===== config.mk =====
export PLATFORM = sky130hd
export DESIGN_NAME = ysyx_24100012_fetch_buffer
export DESIGN_NICKNAME = d
export VERILOG_FILES = /design/src/rtl/ysyx_24100012_pkg.sv /design/src/rtl/ysyx_24100012_sync_fifo.sv /design/src/rtl/ysyx_24100012_fetch_buffer.sv
export SDC_FILE = /design/constraint.sdc
export NUM_CORES = 1
export LEC_CHECK = 0
export BUFFER_PORTS_ARGS = -buffer_cell sky130_fd_sc_hd__buf_2
export CAP_MARGIN = 10
export CORE_MARGIN = 5
export CORE_UTILIZATION = 30
export CTS_BUF_LIST = sky130_fd_sc_hd__clkbuf_4 sky130_fd_sc_hd__clkbuf_8
export CTS_CLUSTER_DIAMETER = 60
export DETAILED_ROUTE_END_ITERATION = 8
export GPL_ROUTABILITY_DRIVEN = 0
export HOLD_SLACK_MARGIN = 0.02
export PLACE_DENSITY = 0.46
export SETUP_SLACK_MARGIN = 0.1
export SLEW_MARGIN = 20
export SYNTH_ARGS = -nofsm -noshare
export SYNTH_HDL_FRONTEND = slang
export SYNTH_SLANG_ARGS = --single-unit
export TNS_END_PERCENT = 10

===== constraint.sdc =====
create_clock -name clk -period 6.1 [get_ports clk]
set_input_delay 0.61 -clock clk [delete_from_list [all_inputs] [get_ports clk]]
set_output_delay 0.61 -clock clk [all_outputs]
set_load 0.05 [all_outputs]

===== src/rtl/ysyx_24100012_pkg.sv =====
// -----------------------------------------------------------------------------
// ysyx_24100012_pkg
// Shared constants for the instruction fetch front end.
//   WORD_SIZE           : bytes per instruction word (fetch PC stride)
//   INST_EBREAK         : encoding of ebreak, used by the optional halt logic
//   ORIGIN_ADDR_DEFAULT : default reset fetch PC
// -----------------------------------------------------------------------------
package ysyx_24100012_pkg;

  localparam int unsigned WORD_SIZE           = 4;
  localparam logic [31:0] INST_EBREAK         = 32'h0010_0073;
  localparam logic [31:0] ORIGIN_ADDR_DEFAULT = 32'h8000_0000;

endpackage


===== src/rtl/ysyx_24100012_sync_fifo.sv =====
// -----------------------------------------------------------------------------
// ysyx_24100012_sync_fifo
// Single-clock FIFO with synchronous reset and a synchronous flush.
// Parameters: WIDTH (entry width), DEPTH (entries, power of 2, >= 2).
// Ports:
//   clk, rst        : clock, synchronous active-high reset
//   flush           : empties the FIFO at the clock edge; wins over push/pop
//   push, push_data : write an entry (caller guarantees space)
//   pop             : remove the head entry (ignored when empty)
//   pop_data        : head entry (valid when !empty)
//   count, empty    : occupancy ($clog2(DEPTH)+1 bits) and empty flag
// -----------------------------------------------------------------------------
module ysyx_24100012_sync_fifo #(
  parameter int WIDTH = 64,
  parameter int DEPTH = 4
) (
  input  logic                       clk,
  input  logic                       rst,
  input  logic                       flush,
  input  logic                       push,
  input  logic [WIDTH-1:0]           push_data,
  input  logic                       pop,
  output logic [WIDTH-1:0]           pop_data,
  output logic [$clog2(DEPTH):0]     count,
  output logic                       empty
);

  localparam int PTR_W = $clog2(DEPTH);
  localparam int CNT_W = PTR_W + 1;

  logic [WIDTH-1:0] mem [DEPTH];
  logic [PTR_W-1:0] wr_ptr;
  logic [PTR_W-1:0] rd_ptr;
  logic             do_push;
  logic             do_pop;

  assign empty    = (count == '0);
  assign do_pop   = pop && !empty;
  assign do_push  = push;
  assign pop_data = mem[rd_ptr];

  // Storage has no reset; only the pointers and count define contents.
  always_ff @(posedge clk) begin
    if (do_push && !flush && !rst) begin
      mem[wr_ptr] <= push_data;
    end
  end

  // Pointers are PTR_W bits wide, so they wrap modulo DEPTH on their own.
  always_ff @(posedge clk) begin
    if (rst || flush) begin
      wr_ptr <= '0;
      rd_ptr <= '0;
      count  <= '0;
    end else begin
      if (do_push) wr_ptr <= wr_ptr + PTR_W'(1);
      if (do_pop)  rd_ptr <= rd_ptr + PTR_W'(1);
      case ({do_push, do_pop})
        2'b10:   count <= count + CNT_W'(1);
        2'b01:   count <= count - CNT_W'(1);
        default: count <= count;
      endcase
    end
  end

  a_no_overflow: assert property (@(posedge clk) disable iff (rst || flush)
    !(push && !do_pop && (count == CNT_W'(DEPTH))));

endmodule


===== src/rtl/ysyx_24100012_fetch_buffer.sv =====
// -----------------------------------------------------------------------------
// ysyx_24100012_fetch_buffer
// Instruction fetch request generator plus an in-order instruction buffer.
// Requests are credit-limited so that every outstanding request always has a
// buffer slot; a redirect flushes the buffer and discards responses that are
// still in flight for the old path.
//
// Handshakes: a transfer happens on a channel in every cycle where valid and
// ready are both high; a valid source holds its payload stable until that
// transfer (req_* is only withdrawn by redirect or reset). rsp_valid is a
// pulse that is always accepted.
//
// Parameters: ADDR_WIDTH, DATA_WIDTH, ORIGIN_ADDR (reset PC), DEPTH (power of 2).
// Ports:
//   clk, rst                     : clock, synchronous active-high reset
//   req_valid/req_ready/req_addr : fetch request to memory
//   rsp_valid/rsp_data           : in-order fetch response
//   inst_valid/inst_ready        : instruction handshake to decode
//   inst, inst_pc, inst_pc_next  : head instruction, its PC, and PC+4
//   redirect_valid/redirect_pc   : branch/jump redirect
//   io_halt                      : only with YSYX_24100012_FETCH_HALT_EN defined;
//                                  sticky halt after an ebreak is buffered
// -----------------------------------------------------------------------------
module ysyx_24100012_fetch_buffer #(
  parameter int                    ADDR_WIDTH  = 32,
  parameter int                    DATA_WIDTH  = 32,
  parameter logic [ADDR_WIDTH-1:0] ORIGIN_ADDR = ysyx_24100012_pkg::ORIGIN_ADDR_DEFAULT,
  parameter int                    DEPTH       = 4
) (
  input  logic                  clk,
  input  logic                  rst,
  output logic                  req_valid,
  input  logic                  req_ready,
  output logic [ADDR_WIDTH-1:0] req_addr,
  input  logic                  rsp_valid,
  input  logic [DATA_WIDTH-1:0] rsp_data,
  output logic                  inst_valid,
  input  logic                  inst_ready,
  output logic [DATA_WIDTH-1:0] inst,
  output logic [ADDR_WIDTH-1:0] inst_pc,
  output logic [ADDR_WIDTH-1:0] inst_pc_next,
  input  logic                  redirect_valid,
  input  logic [ADDR_WIDTH-1:0] redirect_pc
`ifdef YSYX_24100012_FETCH_HALT_EN
  ,
  output logic                  io_halt
`endif
);

  import ysyx_24100012_pkg::*;

  localparam int CNT_W = $clog2(DEPTH) + 1;
  localparam int ENT_W = DATA_WIDTH + ADDR_WIDTH;

  logic [ADDR_WIDTH-1:0] fetch_pc;
  logic [ADDR_WIDTH-1:0] expect_pc;   // PC of the next live response
  logic [CNT_W-1:0]      inflight;
  logic [CNT_W-1:0]      drop_cnt;
  logic [CNT_W-1:0]      occupancy;
  logic [CNT_W:0]        credit_used;
  logic                  halted;
  logic                  req_fire;
  logic                  rsp_live;
  logic                  rsp_drop;
  logic                  push;
  logic                  pop;
  logic                  fifo_empty;
  logic [ENT_W-1:0]      head;

  // One extra bit so the three-term sum cannot wrap.
  assign credit_used = {1'b0, occupancy} + {1'b0, inflight} + {1'b0, drop_cnt};

  assign req_valid = !rst && !redirect_valid && !halted &&
                     (credit_used < (CNT_W+1)'(DEPTH));
  assign req_addr  = fetch_pc;
  assign req_fire  = req_valid && req_ready;

  // Responses to pre-redirect requests arrive first (in order); they are the
  // ones counted in drop_cnt.
  assign rsp_drop = rsp_valid && (drop_cnt != '0);
  assign rsp_live = rsp_valid && (drop_cnt == '0);

  // A response in a redirect cycle belongs to the old path and is discarded.
  assign push = rsp_live && !halted && !redirect_valid;
  assign pop  = inst_valid && inst_ready && !redirect_valid;

  always_ff @(posedge clk) begin
    if (rst) begin
      fetch_pc  <= ORIGIN_ADDR;
      expect_pc <= ORIGIN_ADDR;
      inflight  <= '0;
      drop_cnt  <= '0;
    end else if (redirect_valid) begin
      fetch_pc  <= {redirect_pc[ADDR_WIDTH-1:2], 2'b00};
      expect_pc <= {redirect_pc[ADDR_WIDTH-1:2], 2'b00};
      inflight  <= '0;
      // Everything outstanding becomes stale; a response arriving now is
      // already accounted for, whichever counter it came from.
      drop_cnt  <= drop_cnt + inflight - CNT_W'(rsp_valid);
    end else begin
      if (req_fire) fetch_pc  <= fetch_pc + ADDR_WIDTH'(WORD_SIZE);
      if (rsp_live) expect_pc <= expect_pc + ADDR_WIDTH'(WORD_SIZE);
      inflight <= inflight + CNT_W'(req_fire) - CNT_W'(rsp_live);
      if (rsp_drop) drop_cnt <= drop_cnt - CNT_W'(1);
    end
  end

  ysyx_24100012_sync_fifo #(
    .WIDTH (ENT_W),
    .DEPTH (DEPTH)
  ) u_fifo (
    .clk       (clk),
    .rst       (rst),
    .flush     (redirect_valid),
    .push      (push),
    .push_data ({rsp_data, expect_pc}),
    .pop       (pop),
    .pop_data  (head),
    .count     (occupancy),
    .empty     (fifo_empty)
  );

  // Outputs read as zero while the buffer is empty, including out of reset.
  assign inst_valid   = !fifo_empty;
  assign inst         = inst_valid ? head[ENT_W-1:ADDR_WIDTH] : '0;
  assign inst_pc      = inst_valid ? head[ADDR_WIDTH-1:0]     : '0;
  assign inst_pc_next = inst_valid ? head[ADDR_WIDTH-1:0] + ADDR_WIDTH'(WORD_SIZE) : '0;

`ifdef YSYX_24100012_FETCH_HALT_EN
  // Sticky until reset; a redirect does not release it.
  always_ff @(posedge clk) begin
    if (rst) begin
      halted <= 1'b0;
    end else if (push && (rsp_data == DATA_WIDTH'(INST_EBREAK))) begin
      halted <= 1'b1;
    end
  end
  assign io_halt = halted;
`else
  assign halted = 1'b0;
`endif

endmodule


Yosys cells after proc, flatten, opt, wreduce, memory -nomap -nowiden
Memory sizes are Yosys's and may differ from the RTL's. A register that Yosys moved wholly into a read port is not among the register bits.
Index checks and enable logic that the tools add are counted.
{"block": "op_classes", "add_sub_neg": 14, "mul": 0, "div_mod_pow": 0, "order_cmp": 1, "eq_ne": 2, "n_shift": 0, "muxes": 14, "bitwise": 0, "reduce_logical": 23}
{"cell": "$mux W32", "n": 7}
{"cell": "$add A32 B3 Y32 const B", "n": 3}
{"cell": "$logic_and A1 B1 Y1", "n": 11}
{"cell": "$reduce_bool A2 Y1", "n": 4}
{"cell": "$logic_not A3 Y1", "n": 2}
{"cell": "$mux W3", "n": 2}
{"cell": "$pmux W3 S2", "n": 1}
{"cell": "$sub A3 B1 Y3", "n": 2}
{"cell": "$sub A3 B1 Y3 const B", "n": 2}
{"cell": "$add A2 B1 Y2 const B", "n": 2}
{"cell": "$add A3 B3 Y4", "n": 1}
{"cell": "$add A4 B3 Y4", "n": 1}
{"cell": "$lt A4 B3 Y1 const B", "n": 1}
{"cell": "$mux W2", "n": 2}
{"cell": "$add A3 B1 Y3", "n": 1}
{"cell": "$add A3 B1 Y3 const B", "n": 1}
{"cell": "$add A3 B3 Y3", "n": 1}
{"cell": "$logic_not A1 Y1", "n": 3}
{"cell": "$reduce_bool A3 Y1", "n": 1}
{"cell": "$eq A2 B1 Y1 const B", "n": 1}
{"cell": "$eq A2 B2 Y1 const B", "n": 1}
{"cell": "$mux W1", "n": 2}
{"cell": "$reduce_or A2 Y1", "n": 1}
{"cell": "$logic_or A1 B1 Y1", "n": 1}
{"block": "word_totals", "regBits": 77, "latchBits": 0, "ramBits": 256, "rom_bits": 0, "memories": 1}
{"name": "u_fifo.mem", "depth": 4, "width": 64, "rd": 1, "rd_clocked_by_memory_dff": 1, "wr": 1, "line_no": "ysyx_24100012_sync_fifo.sv:31", "source": "logic [WIDTH-1:0] mem [DEPTH];"}

Logic depth before layout (Yosys ltp)
Gate-level depths: netlist of run 1.
{"block": "logic_depth", "depth_word": 7, "mapped_depth": 18}

Cells and area by module
A second synthesis of run 1 with hierarchy kept.
{"block": "unflattened", "cells_unflattened": 1056, "area_unflattened_um2": 14754.2}
{"module": "ysyx_24100012_sync_fifo", "instances": 1, "cells_per_inst": 385, "area_per_inst_um2": 9668.0, "seq_area_each_um2": 7867.5}
{"module": "ysyx_24100012_fetch_buffer", "instances": 1, "cells_per_inst": 671, "area_per_inst_um2": 5086.1, "seq_area_each_um2": 1321.3}

Least setup slack after synthesis of run 1
No wires, ideal clock.
{"block": "synth_path", "path_type": "reg2reg", "startpoint": "reg inflight[1]", "endpoint": "reg inflight[2]", "setup_ns": 0.124, "t_arrival_ns": 3.950, "path_slack_ns": 2.026, "stages_incl_launch_ff": 19, "n_path_buf": 3, "cell_sequence": "dfxtp_1 inv_1 fa_1 or2_2 fa_1 xor2_1 and4_1 clkbuf_1 clkinv_1 clkbuf_1 buf_1 ha_1 inv_1 ha_1 inv_1 fa_1 xor2_1 xnor2_1 nor2_1"}
{"block": "synth_between", "elab_chain_len": 7}
{"item": "from (decl)", "line_no": "ysyx_24100012_fetch_buffer.sv:57", "source": "logic [CNT_W-1:0] inflight;"}
{"item": "from (signal assigned)", "line_no": "ysyx_24100012_fetch_buffer.sv:103", "source": "inflight <= inflight + CNT_W'(req_fire) - CNT_W'(rsp_live);"}
{"item": "$add A3 B3 Y4", "line_no": "ysyx_24100012_fetch_buffer.sv:71", "source": "assign credit_used = {1'b0, occupancy} + {1'b0, inflight} + {1'b0, drop_cnt};"}
{"item": "$add A4 B3 Y4", "line_no": "ysyx_24100012_fetch_buffer.sv:71"}
{"item": "$lt A4 B3 Y1", "line_no": "ysyx_24100012_fetch_buffer.sv:74", "source": "(credit_used < (CNT_W+1)'(DEPTH));"}
{"item": "$logic_and A1 B1 Y1", "line_no": "ysyx_24100012_fetch_buffer.sv:73", "source": "assign req_valid = !rst && !redirect_valid && !halted &&"}
{"item": "$logic_and A1 B1 Y1", "line_no": "ysyx_24100012_fetch_buffer.sv:76", "source": "assign req_fire = req_valid && req_ready;"}
{"item": "$add A3 B1 Y3 (*)", "line_no": "ysyx_24100012_fetch_buffer.sv:103"}
{"item": "$sub A3 B1 Y3 (*)", "line_no": "ysyx_24100012_fetch_buffer.sv:103"}
Every way passes the cells marked *; elsewhere a longest branch is shown, timed or not.
A chain may end at the register's enable or synchronous reset.

==> impl_metrics.csv, run 1 <==
group,metric,value,unit
clocking,postCtsResizedCells,0,
power_and_ir_drop,pwr-share-comb,12.3,%
critical_path,cpPeakStageDelay,0.80,ns
sta,hold_ws,0.205,ns
clocking,cts.path.max_buffers,3,
routing,first_pass_iters,4,
routing,drtAntennaViolNets,0,
logic_synthesis,ys_seq_elements,323,
sta,setup_viol_count_final,0,
floorplan,initial_core_util,30.3,%
critical_path,cp.required,5.49,ns
sta,period_share,77.9,%
routing,wl_per_cell,19.9,um
logic_synthesis,synth_fa_ha_area_share,2.30,%
logic_synthesis,synth.area.mux_share,10.7,%
logic_synthesis,synth_cells,1048,
critical_path,rrSetupSlack,1.99,ns
logic_synthesis,synth-simple-area-share,12.8,%
finish,multi_input_area,0.00511,mm^2
worst_hold_path,min_path_cells,1,
global_routing,grt_pass1_vias,9852,
sta,fin_crit,4.75,ns
logic_synthesis,ys.flop_type,"edfxtp_1",
logic_synthesis,syn_area,0.0145,mm^2
critical_path,slowest_stage,"dfxtp_4",
finish,mostFrequentLayoutCell,"edfxtp_1",
power_and_ir_drop,switchingPower,1.39,mW
global_routing,antenna_found_initial,2,
logic_synthesis,syn_area_per_cell,13.8,um^2
run,drv_cap,0,
routing,vias,9382,
global_routing,grt_overflow,0,
critical_path,worst-setup-path-type,"reg -> out",
critical_path,critPathMaxFanout,33,
power_and_ir_drop,powerDensity,301,mW/mm^2
place,dpl_worst_slack,1.91,ns
global_routing,grt_max_degree,57,
place,port_buffers,191,
outcome,outcome,"finished clean",
routing,drc,0,
finish,antenna_cells,0,
routing,wl,37900,um
clocking,post_cts_buffers,0,
floorplan,core_area,0.0477,mm^2
routing,routed_via_density,4.92,
place,dp_hpwl,24600,um
logic_synthesis,synthXorXnorAreaFrac,3.15,%
sta,fmax,0.210,GHz
sta,setup-tns-final,0,ns
floorplan,num_rows,80,
logic_synthesis,synth_top_family_by_area,"simple AND/OR/NAND/NOR gates",
logic_synthesis,async_flop_share,0,%
routing,drt_iter0_drc,460,
logic_synthesis,seq_area_frac_synth,61.9,%
clocking,htree_levels,2,
global_routing,grt_pass1_wl,58800,um
global_routing,grt_usage,14.1,%
routing,met1_length,18000,um
finish,final_cell_mix,"edfxtp_1, buf_2, dfxtp_1, nor2_1, and2_1",
clocking,cts_sinks,323,
worst_hold_path,hold_end,"u_fifo.mem[0][45]",
routing,route.met2.wl,17000,um
sta,worst_slack,1.35,ns
power_and_ir_drop,p_int,3.78,mW
clocking,cts_tree,"yes",
logic_synthesis,synth-edff-count,248,
power_and_ir_drop,clockPowerShare,38.9,%
clocking,cts_made_buffers,57,
critical_path,worstPathCellList,"mux4_1 > nand4_1 > or4_4 > or4b_1 > a21oi_1 > buf_2",
sta,worst_pin_slew,0.931,ns
power_and_ir_drop,total_power,5.17,mW
worst_hold_path,worst_hold_path_type,"in -> reg",
clocking,clock_latency,0.62,ns
critical_path,r2r-start,"inflight[1]",
worst_hold_path,hp-start,"rsp_data[13]",
critical_path,critPathBufInv,1,
power_and_ir_drop,power_leakage,6.02,nW
sta,slew_violations,0,
power_and_ir_drop,seqPwrFrac,48.7,%
floorplan,die_area,0.0527,mm^2
sta,rsz0062_at_grt,"false",
routing,wl_met3,2190,um
routing,dr.max_layer_used,"met5",
logic_synthesis,yosys_warnings,0,
power_and_ir_drop,switching_share,26.8,%
finish,area_growth,18.6,%
finish,layout-drive-gt1-share,29.4,%
clocking,cts_hold_buf,0,
floorplan,die_w,230,um
clocking,cts_root_buf,"clkbuf_8",
sta,finalHoldViolCount,0,
finish,nNetsFinal,1344,
sta,fin_skew,0.0152,ns
critical_path,endpoint_kind,"primary output",
floorplan,ios,200,
critical_path,r2r_cells,17,
finish,postLayoutCellArea,0.0172,mm^2
power_and_ir_drop,peakVddDrop,0.161,mV
finish,final-seq-area,0.00895,mm^2
floorplan,fp.dieH,230,um
logic_synthesis,ys_types,64,
critical_path,critical-path-top-delay-family,"simple AND/OR/NAND/NOR gates",
place,place_area,0.0160,mm^2
critical_path,cp-start-kind,"register",
finish,fillCellCount,4632,
clocking,clk_pin_slew_worst_paths,0.06,ns
sta,slew_headroom,37.9,%
critical_path,crit_arrival,4.14,ns
logic_synthesis,synth_compound_area_share,6.03,%
critical_path,regToRegEndpoint,"inflight[2]",
==> kinds of logic after synthesis <==
family                   after synthesis
buffers and inverters                 97
flip-flops                           323
adder cells (fa/ha/maj)               23
XOR/XNOR                              52
other                                  1
AO/OA/AOI/OAI                        141
multiplexers                          74
AND/OR/NAND/NOR                      337
==> worst max path at each step <==
| stage | from | end | depth (start not counted) |
|---|---|---|---|
| floorplan | inflight[1] | inflight[2] | 18 |
| global placement | register | inst_pc_next[31] | 6 |
| detailed placement | register | inst_pc_next[31] | 6 |
| CTS | register | inst_pc_next[31] | 6 |
| global route | register | inst_pc_next[31] | 6 |
| finish | register | inst_pc_next[31] | 6 |
==> power groups by stage <==
stage / Combinational (mW) / Clock [mW] / Sequential (mW)
after floorplan: 0.419 / 0 / 2.59
after global placement: 0.639 / 0 / 2.56
after detailed placement: 0.643 / 0 / 2.57
after CTS: 0.648 / 2.10 / 2.52
after global routing: 0.699 / 2.20 / 2.53
final: 0.637 / 2.01 / 2.52
==> cell type report <==
class,instances,area share (%)
Multi-Input combinational cell,633,29.8
Clock buffer,82,5.85
Inverter,31,0.678
Sequential cell,323,52.2
Timing Repair Buffer,205,6.19
Clock inverter,17,0.810
Tap cell,615,4.49
==> routing by layer <==
metal  global-route usage [%]  vias to the layer above
li1                         -                     4411
met1                     19.9                     4646
met2                     22.0                      269
met3                     3.39                       52
met4                     3.78                        4
met5                        0                        -
==> sequential cells by signal, indices dropped and copies added, names as in the netlist, named ones only <==
| signal | cells |
|---|---|
| u_fifo.rd_ptr | 2 |
| inflight | 3 |
| req_addr | 30 |
| u_fifo.mem | 248 |
| u_fifo.wr_ptr | 2 |
| u_fifo.count | 3 |
| expect_pc | 30 |
| drop_cnt | 3 |
==> through the flow <==
stage / instances / utilization, %
floorplan: 1053 / -
global placement: 1807 / 33.5
global route: 1906 / 35.9
finish: 1906 / 35.9
detailed placement: 1807 / 33.5
CTS: 1906 / 35.9
==> synth_stat cells, types with 16 or more instances <==
cell      count  area [um^2]
nor4_1       22          138
nor2_1       69          259
a21oi_1      47          235
edfxtp_1    248         7450
and2_1       66          413
a211oi_1     20          150
or3_1        16          100
ha_1         17          213
mux4_2       55         1240
inv_1        29          109
nand3_1      25          125
dfxtp_1      75         1500
nand2_1      51          191
xnor2_1      37          324
o21ai_0      26          130
nor3_1       17         85.1
clkbuf_1     41          154
nand4_1      23          144
==> worst register-to-register path, stage by stage, from the launching register on <==
cell and delay [ns]:
dfxtp_1 0.38, inv_1 0.10, fa_1 0.47, or2_2 0.31, fa_1 0.37, xor2_1 0.28
and4_1 0.23, buf_4 0.22, clkinv_1 0.09, buf_4 0.26, ha_1 0.32, inv_1 0.05
ha_1 0.13, inv_1 0.05, fa_1 0.37, xor2_1 0.17, xnor2_1 0.13, nor2_1 0.05
(Power assumes the default switching activity.)
==> inputs of run 2 (changes only) <==
--- a/config.mk
+++ b/config.mk
@@ -14,7 +14,7 @@
 export DETAILED_ROUTE_END_ITERATION = 8
 export GPL_ROUTABILITY_DRIVEN = 0
 export HOLD_SLACK_MARGIN = 0.02
-export PLACE_DENSITY = 0.46
+export PLACE_DENSITY = 0.48
 export SETUP_SLACK_MARGIN = 0.1
 export SLEW_MARGIN = 20
 export SYNTH_ARGS = -nofsm -noshare
==> constraint.sdc (replaced) <==
create_clock -name clk -period 4 [get_ports clk]
set_input_delay 0.4 -clock clk [delete_from_list [all_inputs] [get_ports clk]]
set_output_delay 0.4 -clock clk [all_outputs]
set_load 0.05 [all_outputs]
==> impl_metrics.csv, run 2 (synthesis results as in run 1) <==
group,metric,value,unit
sta,hold_ws,0.0842,ns
sta,worst_slack,0.179,ns
clocking,cts_tree,"yes",
worst_hold_path,hp-start,"redirect_pc[24]",
global_routing,grt_pass1_vias,9764,
global_routing,antenna_found_initial,0,
sta,rsz0062_at_grt,"true",
sta,period_share,95.5,%
sta,setup_viol_count_final,0,
floorplan,initial_core_util,30.3,%
routing,drt_iter0_drc,540,
critical_path,crit_arrival,3.42,ns
routing,drtAntennaViolNets,0,
sta,worst_pin_slew,0.713,ns
sta,slew_violations,0,
finish,area_growth,23.3,%
critical_path,r2r_cells,15,
floorplan,core_area,0.0477,mm^2
routing,wl_per_cell,19.6,um
finish,layout-drive-gt1-share,29.7,%
clocking,cts_made_buffers,58,
worst_hold_path,min_path_cells,3,
routing,routed_via_density,4.87,
finish,fin_util,37.3,%
sta,fin_skew,0.0192,ns
sta,finalHoldViolCount,0,
power_and_ir_drop,power_leakage,6.27,nW
routing,vias,9592,
floorplan,ios,200,
place,dpl_worst_slack,0.363,ns
clocking,clock_latency,0.63,ns
routing,drc,0,
global_routing,grt_max_degree,67,
clocking,htree_levels,2,
outcome,outcome,"finished clean",
run,drv_cap,0,
critical_path,worst-setup-path-type,"reg -> out",
global_routing,grt_pass1_wl,58300,um
floorplan,fp.dieH,230,um
finish,mostFrequentLayoutCell,"edfxtp_1",
global_routing,grt_overflow,0,
finish,largest_reg_flops,248,
sta,setup-tns-final,0,ns
place,dp_hpwl,24500,um
critical_path,cp.required,3.60,ns
worst_hold_path,worst_hold_path_type,"in -> reg",
floorplan,num_rows,80,
floorplan,die_area,0.0527,mm^2
critical_path,regToRegEndpoint,"inflight[2]",
place,port_buffers,191,
sta,slew_headroom,52.5,%
critical_path,r2r-start,"inflight[1]",
place,dp_cells,1814,
global_routing,grt_usage,14.0,%
finish,nNetsFinal,1401,
routing,first_pass_iters,5,
critical_path,cp-start-kind,"register",
finish,final_cell_mix,"edfxtp_1, buf_2, dfxtp_1, nor2_1, and2_1",
critical_path,crit_end,"inst_pc_next[31]",
clocking,cts.path.max_buffers,3,
floorplan,die_w,230,um
critical_path,rrSetupSlack,0.44,ns
power_and_ir_drop,powerDensity,441,mW/mm^2
critical_path,critPathMaxFanout,19,
sta,fmax,0.262,GHz
power_and_ir_drop,peakVddDrop,0.214,mV
finish,top_register,"u_fifo.mem",
clocking,cts_sinks,323,
clocking,cts_root_buf,"clkbuf_8",
critical_path,endpoint_kind,"primary output",
finish,fin_cells,1970,
clocking,clk_pin_slew_worst_paths,0.06,ns
sta,fin_crit,3.82,ns
finish,antenna_cells,0,
routing,wl,38500,um
-- run 2: through the flow --
stage	power (mW)	area, um^2
3_5_place_dp	4.89	16100
2_1_floorplan	4.59	14500
4_1_cts	7.98	17700
5_1_grt	8.25	17800
6_report	7.86	17800
3_3_place_gp	4.88	16100
-- run 2: worst min path at each step --
stage,end
CTS,expect_pc[8]
finish,expect_pc[24]
detailed placement,register
global route,expect_pc[24]
global placement,req_addr[31]
floorplan,u_fifo.mem[0][31]
-- run 2: metal layers --
| metal | GRT usage (%) | vias up | wire (um) |
|---|---|---|---|
| met5 | 0 | - | 0 |
| met4 | 4.25 | 0 | 782 |
| met3 | 2.84 | 55 | 2130 |
| met2 | 21.9 | 273 | 18000 |
| met1 | 19.8 | 4729 | 17700 |
| li1 | - | 4535 | - |
-- run 2: layout make-up --
type	instances	area, um^2
Fill cell	4572	29900
Sequential cell	323	8960
Multi-Input combinational cell	634	5150
Timing Repair Buffer	260	1690
Clock buffer	80	982
Tap cell	615	769
Clock inverter	27	151
Inverter	31	118
-- run 2: critical path, cell delays in order (launching register included) --
cell	delay, ns
dfxtp_4	0.40
buf_12	0.18
mux4_2	0.48
nand3_4	0.15
or4_4	0.63
or4b_1	0.53
a21oi_1	0.17
buf_4	0.24
-- run 2: repair_timing --
action / 4_1_cts / 5_1_grt
cloned: 0 / 1
setup buffers: 4 / 1
gates resized for setup: 7 / 18
pin swaps: 0 / 5
endpoints found under the hold margin: 143 / 0
hold buffers: 43 / 0
setup endpoints to repair: 14 / 8
-- run 2: where the power goes --
part	switching, mW	internal (mW)	leakage (nW)
combinational	0.679	0.341	2.79
sequential	0.109	3.73	2.87
clock	1.35	1.65	0.602
total	2.14	5.72	6.27
